<file path="config.mk">
export PLATFORM = sky130hd
export DESIGN_NAME = fifo_ff_rd_stream
export DESIGN_NICKNAME = d
export VERILOG_FILES = /design/src/rtl/fifo_ff_rd_stream_pkg.sv /design/src/rtl/fifo_ff_rd_stream_skid_buf.sv /design/src/rtl/fifo_ff_rd_stream.sv
export SDC_FILE = /design/constraint.sdc
export NUM_CORES = 1
export LEC_CHECK = 0
export BUFFER_PORTS_ARGS = -buffer_cell sky130_fd_sc_hd__buf_2
export CAP_MARGIN = 20
export CELL_PAD_IN_SITES_DETAIL_PLACEMENT = 2
export CELL_PAD_IN_SITES_GLOBAL_PLACEMENT = 2
export CORE_ASPECT_RATIO = 1.5
export CORE_MARGIN = 1.5
export CORE_UTILIZATION = 34
export DETAILED_ROUTE_END_ITERATION = 6
export PLACE_DENSITY_LB_ADDON = 0.1
export SLEW_MARGIN = 0
export SYNTH_ARGS = -nofsm -noshare
export SYNTH_HDL_FRONTEND = slang
export SYNTH_SLANG_ARGS = --single-unit
</file>
<file path="constraint.sdc">
create_clock -name i_clk -period 2.39 [get_ports i_clk]
set_clock_uncertainty 0.15 [all_clocks]
set_input_delay 0.478 -clock i_clk [delete_from_list [all_inputs] [get_ports i_clk]]
set_output_delay 0.478 -clock i_clk [all_outputs]
set_load 0.1 [all_outputs]
</file>
<file path="src/rtl/fifo_ff_rd_stream_pkg.sv">
// Shared constants and types for the flip-flop FIFO read-side stream adapter.
package fifo_ff_pkg;

    localparam int FIFO_FF_DUT_WIDTH    = 8;
    localparam int FIFO_FF_RD_BUF_DEPTH = 2;

    typedef logic [1:0] fifo_ff_cnt_t;

endpackage

</file>
<file path="src/rtl/fifo_ff_rd_stream_skid_buf.sv">
// Two-entry register-file output buffer with wrapping 1-bit pointers, a word count
// and a synchronous clear that empties it without touching the stored words.
module fifo_ff_skid_buf
    import fifo_ff_pkg::*;
#(
    parameter int WIDTH = FIFO_FF_DUT_WIDTH
)
(
    input  logic             i_clk,
    input  logic             i_rst,
    input  logic             i_clr,
    input  logic             i_wr_en,
    input  logic [WIDTH-1:0] i_wr_data,
    input  logic             i_rd_en,
    output logic [WIDTH-1:0] o_rd_data,
    output logic             o_valid,
    output logic [1:0]       o_cnt
);

    logic [WIDTH-1:0] r_slot [FIFO_FF_RD_BUF_DEPTH];
    logic             r_wr_ptr;
    logic             r_rd_ptr;
    fifo_ff_cnt_t     r_cnt;

    always_ff @(posedge i_clk) begin
        if (i_rst) begin
            for (int i = 0; i < FIFO_FF_RD_BUF_DEPTH; i++) begin
                r_slot[i] <= '0;
            end
            r_wr_ptr <= 1'b0;
            r_rd_ptr <= 1'b0;
            r_cnt    <= '0;
        end else if (i_clr) begin
            r_wr_ptr <= 1'b0;
            r_rd_ptr <= 1'b0;
            r_cnt    <= '0;
        end else begin
            if (i_wr_en) begin
                r_slot[r_wr_ptr] <= i_wr_data;
                r_wr_ptr         <= ~r_wr_ptr;
            end
            if (i_rd_en) begin
                r_rd_ptr <= ~r_rd_ptr;
            end
            // Simultaneous write and read leaves the count unchanged.
            r_cnt <= r_cnt + {1'b0, i_wr_en} - {1'b0, i_rd_en};
        end
    end

    // A write never targets the head slot while the buffer is non-empty,
    // so the head word is stable for as long as the consumer stalls.
    assign o_rd_data = r_slot[r_rd_ptr];
    assign o_valid   = (r_cnt != 2'd0);
    assign o_cnt     = r_cnt;

endmodule

</file>
<file path="src/rtl/fifo_ff_rd_stream.sv">
// Read-side adapter for the flip-flop FIFOs: issues rd_en from the empty flag and
// presents the read port as a valid/ready stream through a 2-entry buffer.
module fifo_ff_rd_stream
    import fifo_ff_pkg::*;
#(
    parameter int WIDTH  = FIFO_FF_DUT_WIDTH,
    parameter int RD_LAT = 1
)
(
    input  logic             i_clk,
    input  logic             i_rst,
    input  logic             i_flush,
    input  logic             i_fifo_empty,
    input  logic [WIDTH-1:0] i_fifo_rd_data,
    output logic             o_fifo_rd_en,
    output logic             o_out_valid,
    output logic [WIDTH-1:0] o_out_data,
    input  logic             i_out_ready,
    output logic [1:0]       o_buf_cnt
);

    fifo_ff_cnt_t w_cnt;
    logic         w_pop;
    logic         w_land;
    logic         w_inflight;
    logic [2:0]   w_committed;

    // Stream handshake: a word transfers on every cycle where o_out_valid and
    // i_out_ready are both high; o_out_valid never drops and o_out_data never
    // changes while the consumer holds i_out_ready low.
    assign w_pop = o_out_valid & i_out_ready;

    // Slots already spoken for after this cycle's pop; the pop lookahead lets a
    // full buffer that is draining keep issuing one read per cycle.
    assign w_committed  = {1'b0, w_cnt} + {2'b00, w_inflight} - {2'b00, w_pop};
    assign o_fifo_rd_en = !i_rst && !i_flush && !i_fifo_empty && (w_committed < 3'd2);

    generate
        if (RD_LAT == 0) begin : g_lat0
            assign w_inflight = 1'b0;
            assign w_land     = o_fifo_rd_en;
        end else begin : g_lat1
            logic r_inflight;

            always_ff @(posedge i_clk) begin
                if (i_rst || i_flush) begin
                    r_inflight <= 1'b0;
                end else begin
                    r_inflight <= o_fifo_rd_en;
                end
            end

            // A word arriving in a flush cycle belongs to the discarded stream.
            assign w_inflight = r_inflight;
            assign w_land     = r_inflight & !i_flush;
        end
    endgenerate

    fifo_ff_skid_buf #(
        .WIDTH (WIDTH)
    ) u_skid_buf (
        .i_clk     (i_clk),
        .i_rst     (i_rst),
        .i_clr     (i_flush),
        .i_wr_en   (w_land),
        .i_wr_data (i_fifo_rd_data),
        .i_rd_en   (w_pop),
        .o_rd_data (o_out_data),
        .o_valid   (o_out_valid),
        .o_cnt     (w_cnt)
    );

    assign o_buf_cnt = w_cnt;

    a_no_overflow: assert property (@(posedge i_clk) disable iff (i_rst)
        (({1'b0, w_cnt} + {2'b00, w_inflight}) <= 3'd2));

endmodule

</file>
---- Yosys cells after proc, flatten, opt, wreduce, memory -nomap -nowiden ----
Memories as Yosys holds them, arrays and structs flattened. A register that Yosys moved wholly into a read port is not among the register bits.
Index checks and enable logic that the tools add are counted.
word-level totals
  word-level logic and storage cells ...... 35
  RAM bits ................................ 16
  bits in registers ....................... 5
  output and inout bits ................... 12
  memories ................................ 1
memory list
  memory             depth  width  read ports  clocked after Yosys merged registers in  wr ports  line                              source
  u_skid_buf.r_slot  2      8      1           1                                        2         fifo_ff_rd_stream_skid_buf.sv:20  logic [WIDTH-1:0] r_slot [FIFO_FF_RD_BUF_DEPTH];
cells by class
  order comparisons ....................... 1
  reduce and logical (&&, ||, !) cells .... 10
  add/subtract/negate cells ............... 4
  muxes and demuxes ....................... 11
  bitwise gates (word level) .............. 4
operators with widths
  kind                number
  $mux 1              10
  $mux 8              1
  $reduce_or 8->1     1
  $add 2x1->3         1
  $logic_and 1x1->1   3
  $logic_not 1->1     3
  $lt 3x2->1 const B  1
  $sub 3x1->3         1
  $add 2x1->2         1
  $and 1x1->1         2
  $not 1->1           2
  $reduce_bool 2->1   1
  $reduce_or 2->1     1
  $sub 2x1->2         1
  $logic_or 1x1->1    1

---- Depth between registers and ports, before layout ----
  depth in word-level cells ............... 8
  mapped depth ............................ 6

---- Modules after synthesis ----
From an unflattened synthesis, not the netlist that was laid out.
unflattened totals
  cell total of the unflattened synthesis .. 78
  area, all modules ....................... 1048.5 um2
modules (own cells, without submodules)
  module             area an instance (um2)  instances  cells each  sequential area each (um2)
  fifo_ff_skid_buf   940.9                   1          67          580.6
  fifo_ff_rd_stream  107.6                   1          11          20.0

---- Least setup slack after synthesis ----
OpenSTA, ideal clock, no wires.
  path kind ............................... register to output
  from .................................... register u_skid_buf.r_cnt[1] (netlist: u_skid_buf.o_cnt[1])
  to ...................................... output o_fifo_rd_en
  stages on the path, launching flop included .. 7
  path buffers ............................ 0
  data arrival time ....................... 5.248 ns
  data required time ...................... 1.762 ns
  slack ................................... -3.486 ns
  cell sequence ........................... dfxtp_1 nand2_1 nor2_1 o21ai_0 fa_1 xor2_1 nor4b_1
between the ends
  cells in the longest elaborated chain, start to end .. 5
RTL lines
  what                                                                 line                              source
  from (decl)                                                          fifo_ff_rd_stream_skid_buf.sv:23  fifo_ff_cnt_t r_cnt;
  from (signal assigned)                                               fifo_ff_rd_stream_skid_buf.sv:46  r_cnt <= r_cnt + {1'b0, i_wr_en} - {1'b0, i_rd_en};
  parallel branches: the longest is 2 deep, another holds $add 2x1->3  -
  $sub 3x1->3 (*)                                                      fifo_ff_rd_stream.sv:35           assign w_committed = {1'b0, w_cnt} + {2'b00, w_inflight} - {2'b00, w_pop};
  $lt 3x2->1 (*)                                                       fifo_ff_rd_stream.sv:36           assign o_fifo_rd_en = !i_rst && !i_flush && !i_fifo_empty && (w_committed < 3'd2);
  $logic_and 1x1->1 (*)                                                fifo_ff_rd_stream.sv:36
  to (decl)                                                            fifo_ff_rd_stream.sv:15           output logic o_fifo_rd_en,
Every way passes the cells marked *.

---- Worst setup path after layout ----
  from .................................... register u_skid_buf.r_cnt[0] (netlist: u_skid_buf.o_cnt[0])
  to ...................................... output o_fifo_rd_en
The elaborated chain is that of the path after synthesis.

==> flow_summary.yaml <==
clocking:
  clkSlewWorstSetupHoldPaths_ps: 70
  clock_sink_count: 22
  cts_root_buf: "clkbuf_8"
  clk_path_buf_depth: 2
  clk_latency_ps: 250
  cts_tree: "built"
  cts-buffers-inserted: 3
  h-tree-depth: 1
synthesis:
  synth_top_area_cell: "edfxtp_1"
  yosys.area_share.adder_pct: 3.20
  yosysTopAreaCellShare_pct: 47.2
  synth_fp_nets: 93
  synth-compound-area-share_pct: 3.44
  synth.area.top_cells: "edfxtp_1, dfxtp_1, and2_1, mux2_2, xnor2_1"
  synthCells: 78
  yosysSeqAreaShare_pct: 59.0
  synth_mux_area_share_pct: 8.86
  syn_avg_cell_area_um2: 13.0
  synthSimpleGateAreaFrac_pct: 19.9
  synth-seq-cells: 22
  synth-xor-area-share_pct: 4.31
  synth_top_family_by_area: "simple AND/OR/NAND/NOR gates"
  yosysUniqueCellTypes: 26
  syn-cell-area_um2: 1020
  yosysWarnings: 0
final_layout:
  drive_gt1_share_pct: 49.5
  diodes: 0
  syn_to_final_growth_pct: 33.2
  final_cell_count_no_fill: 150
  final_nets: 127
  fin_util_pct: 47.0
floorplan:
  core_um2: 2880
  pin_count: 25
  dieWidth_um: 47.7
  die_h_um: 70.0
  die_area_um2: 3340
  start_util_pct: 35.3
  rows: 24
power_and_ir_drop:
  p_per_area_nw_per_um2: 563
  leakage_uw: 0.000568
  ir_worst_vdd_mv: 0.315
setup_path:
  max_stage_delay_ps: 370
  cp-end-kind: "output pin"
  start_kind: "register"
  path_class: "register to output pin"
  cp_slowest_cell: "dfxtp_4"
  path_max_fanout: 3
  path_cells: "nor2b_4, o21ai_2, fa_2, xor2_2, nor4b_4, buf_12"
  critical_path.startpoint: "u_skid_buf.o_cnt[0]"
  crit_arrival_ps: 1890
  crit_required_ps: 1760
  r2r-start: "u_skid_buf.o_cnt[1]"
global_route:
  grt_pass1_wl_um: 3370
  grt_pass1_vias: 758
  grt_max_degree: 13
  global_route.peak_usage_layer: "met2"
  met1_usage_pct: 15.1
  use_met2_pct: 27.2
  overflow: 0
  antenna_found_initial: 0
  grt_use_total_pct: 14.5
  use_met3_pct: 2.33
run:
  maxCapViolCount: 0
place:
  hpwlAfterDp_um: 1690
  place.gp.congestion: 0.657
  portBuffers: 24
  dp_cells: 146
status:
  status: "finished with violations"
  violations: "negative setup slack"
detailed_routing:
  dr.pass1.iters: 2
  drc_errors: 0
  viasPerCell: 4.65
  vias: 697
  ant_nets: 0
  drt_iter0_drc: 4
  detail_route.wl_per_cell_um: 14.0
  drt-total-wl_um: 2110
timing:
  setup_viol: 1
  period_needed_ps: 2510
  hold_violations: 0
  min_period_over_period_pct: 105
  relSlewSlack_pct: 67.5
  grt_setup_unrepaired: "yes"
  slew_violations: 0
  fmax_mhz: 398
  whs_ps: 299
  layout_setup_ws_ps: -123
  tightestPinTransition_ps: 486
min_path:
  hp-class: "input port to register"
  min_from: "i_fifo_empty"
==> flip-flops by register name (all words and copies together), names as in the netlist, named ones only <==
signal / count
g_lat1.r_inflight: 1
u_skid_buf.o_cnt: 2
u_skid_buf.r_rd_ptr: 1
u_skid_buf.r_slot: 16
u_skid_buf.r_wr_ptr: 1
==> logic make-up (layout without fill, tap and decap cells) <==
logic type / after synthesis / after routing
XOR/XNOR: 5 / 5
buffers and inverters: 3 / 36
adder cells (fa/ha/maj): 2 / 2
AND/OR/NAND/NOR: 32 / 32
multiplexers: 8 / 8
AO/OA/AOI/OAI: 6 / 6
flip-flops: 22 / 22
==> path summary, 6_finish.rpt <==
check | endpoint | slack (ps) | cells past startpoint
worst max-delay path | o_fifo_rd_en | -120 | 6
worst min-delay path | g_lat1.r_inflight | 300 | 2
worst max register to register | u_skid_buf.o_cnt[1] | 510 | 7
worst min register to register | u_skid_buf.r_rd_ptr | 380 | 2
==> metrics by stage <==
stage          cell area, um2  TNS [ps]  total power, uW  setup slack (ps)
2_1_floorplan            1060      -823              516              -823
3_3_place_gp             1290      -183              547              -183
3_5_place_dp             1290      -219              551              -219
4_1_cts                  1360      -139              772              -139
5_1_grt                  1360      -213              789              -213
6_report                 1360      -123              763              -123
==> synth_stat cells <==
| cell type | number |
|---|---|
| o21a_1 | 1 |
| nor3b_2 | 1 |
| or3_1 | 1 |
| or2_1 | 2 |
| nor4b_1 | 2 |
| nor3_2 | 1 |
| edfxtp_1 | 16 |
| or2_2 | 1 |
| fa_1 | 1 |
| nand2b_2 | 1 |
| dfxtp_1 | 6 |
| inv_1 | 1 |
| xor2_1 | 2 |
| and2_1 | 16 |
| ha_1 | 1 |
| nor2b_1 | 1 |
| o21ai_0 | 2 |
| clkbuf_1 | 1 |
| o21bai_1 | 1 |
| nor2_1 | 5 |
| nand2_1 | 1 |
| o21ai_1 | 1 |
| buf_2 | 1 |
| a21oi_1 | 1 |
| xnor2_1 | 3 |
| mux2_2 | 8 |
==> area by class of cell <==
cell class                 instances  area [um2]
inverter                           1        3.75
fill                             326        1530
clock buffer                       3        41.3
multi-input combinational         53         455
clock inverter                     1        3.75
tap                               39        48.8
timing repair buffer              31         194
sequential                        22         608
==> worst max-delay path: cells and delay by family, from the launching register on <==
kind,cells,cell delay [ps]
simple gates,2,450
flops,1,370
fa+ha+maj,1,350
buf+inv,1,210
xor+xnor,1,170
compound gates,1,70
==> layout by cell type (no fill, tap or decap) <==
cell type and instances:
a21oi_1 1, and2_1 16, buf_12 1, buf_2 22, buf_4 7, buf_6 1, clkbuf_8 3, clkinv_1 1
dfxtp_1 4, dfxtp_4 2, edfxtp_1 16, fa_2 1, ha_1 1, inv_1 1, mux2_2 8, nand2_4 1
nand2b_2 1, nor2_1 4, nor2_4 1, nor2b_4 1, nor3_2 1, nor3b_2 1, nor4b_1 1, nor4b_4 1
o21a_1 1, o21ai_0 1, o21ai_1 1, o21ai_2 1, o21bai_1 1, or2_1 2, or2_2 1, or3_1 1
xnor2_1 3, xor2_1 1, xor2_2 1
==> per-layer routing <==
metal | vias up | part of all wire [%]
met1 | 346 | 33
met5 | - | 0
met3 | 2 | 4.2
met2 | 14 | 62
met4 | 0 | 0.81
li1 | 335 | -
==> report_power, final <==
group	internal, uW	switching (uW)
sequential	419	4.84
clock	114	107
combinational	31.7	86.4
total	565	198
==> timing repair <==
action	CTS	global route
resized for setup	5	0
setup endpoints to repair	1	1
pin swaps	5	0
setup buffers	0	0
hold buffers	0	0
(Power assumes the default switching activity.)
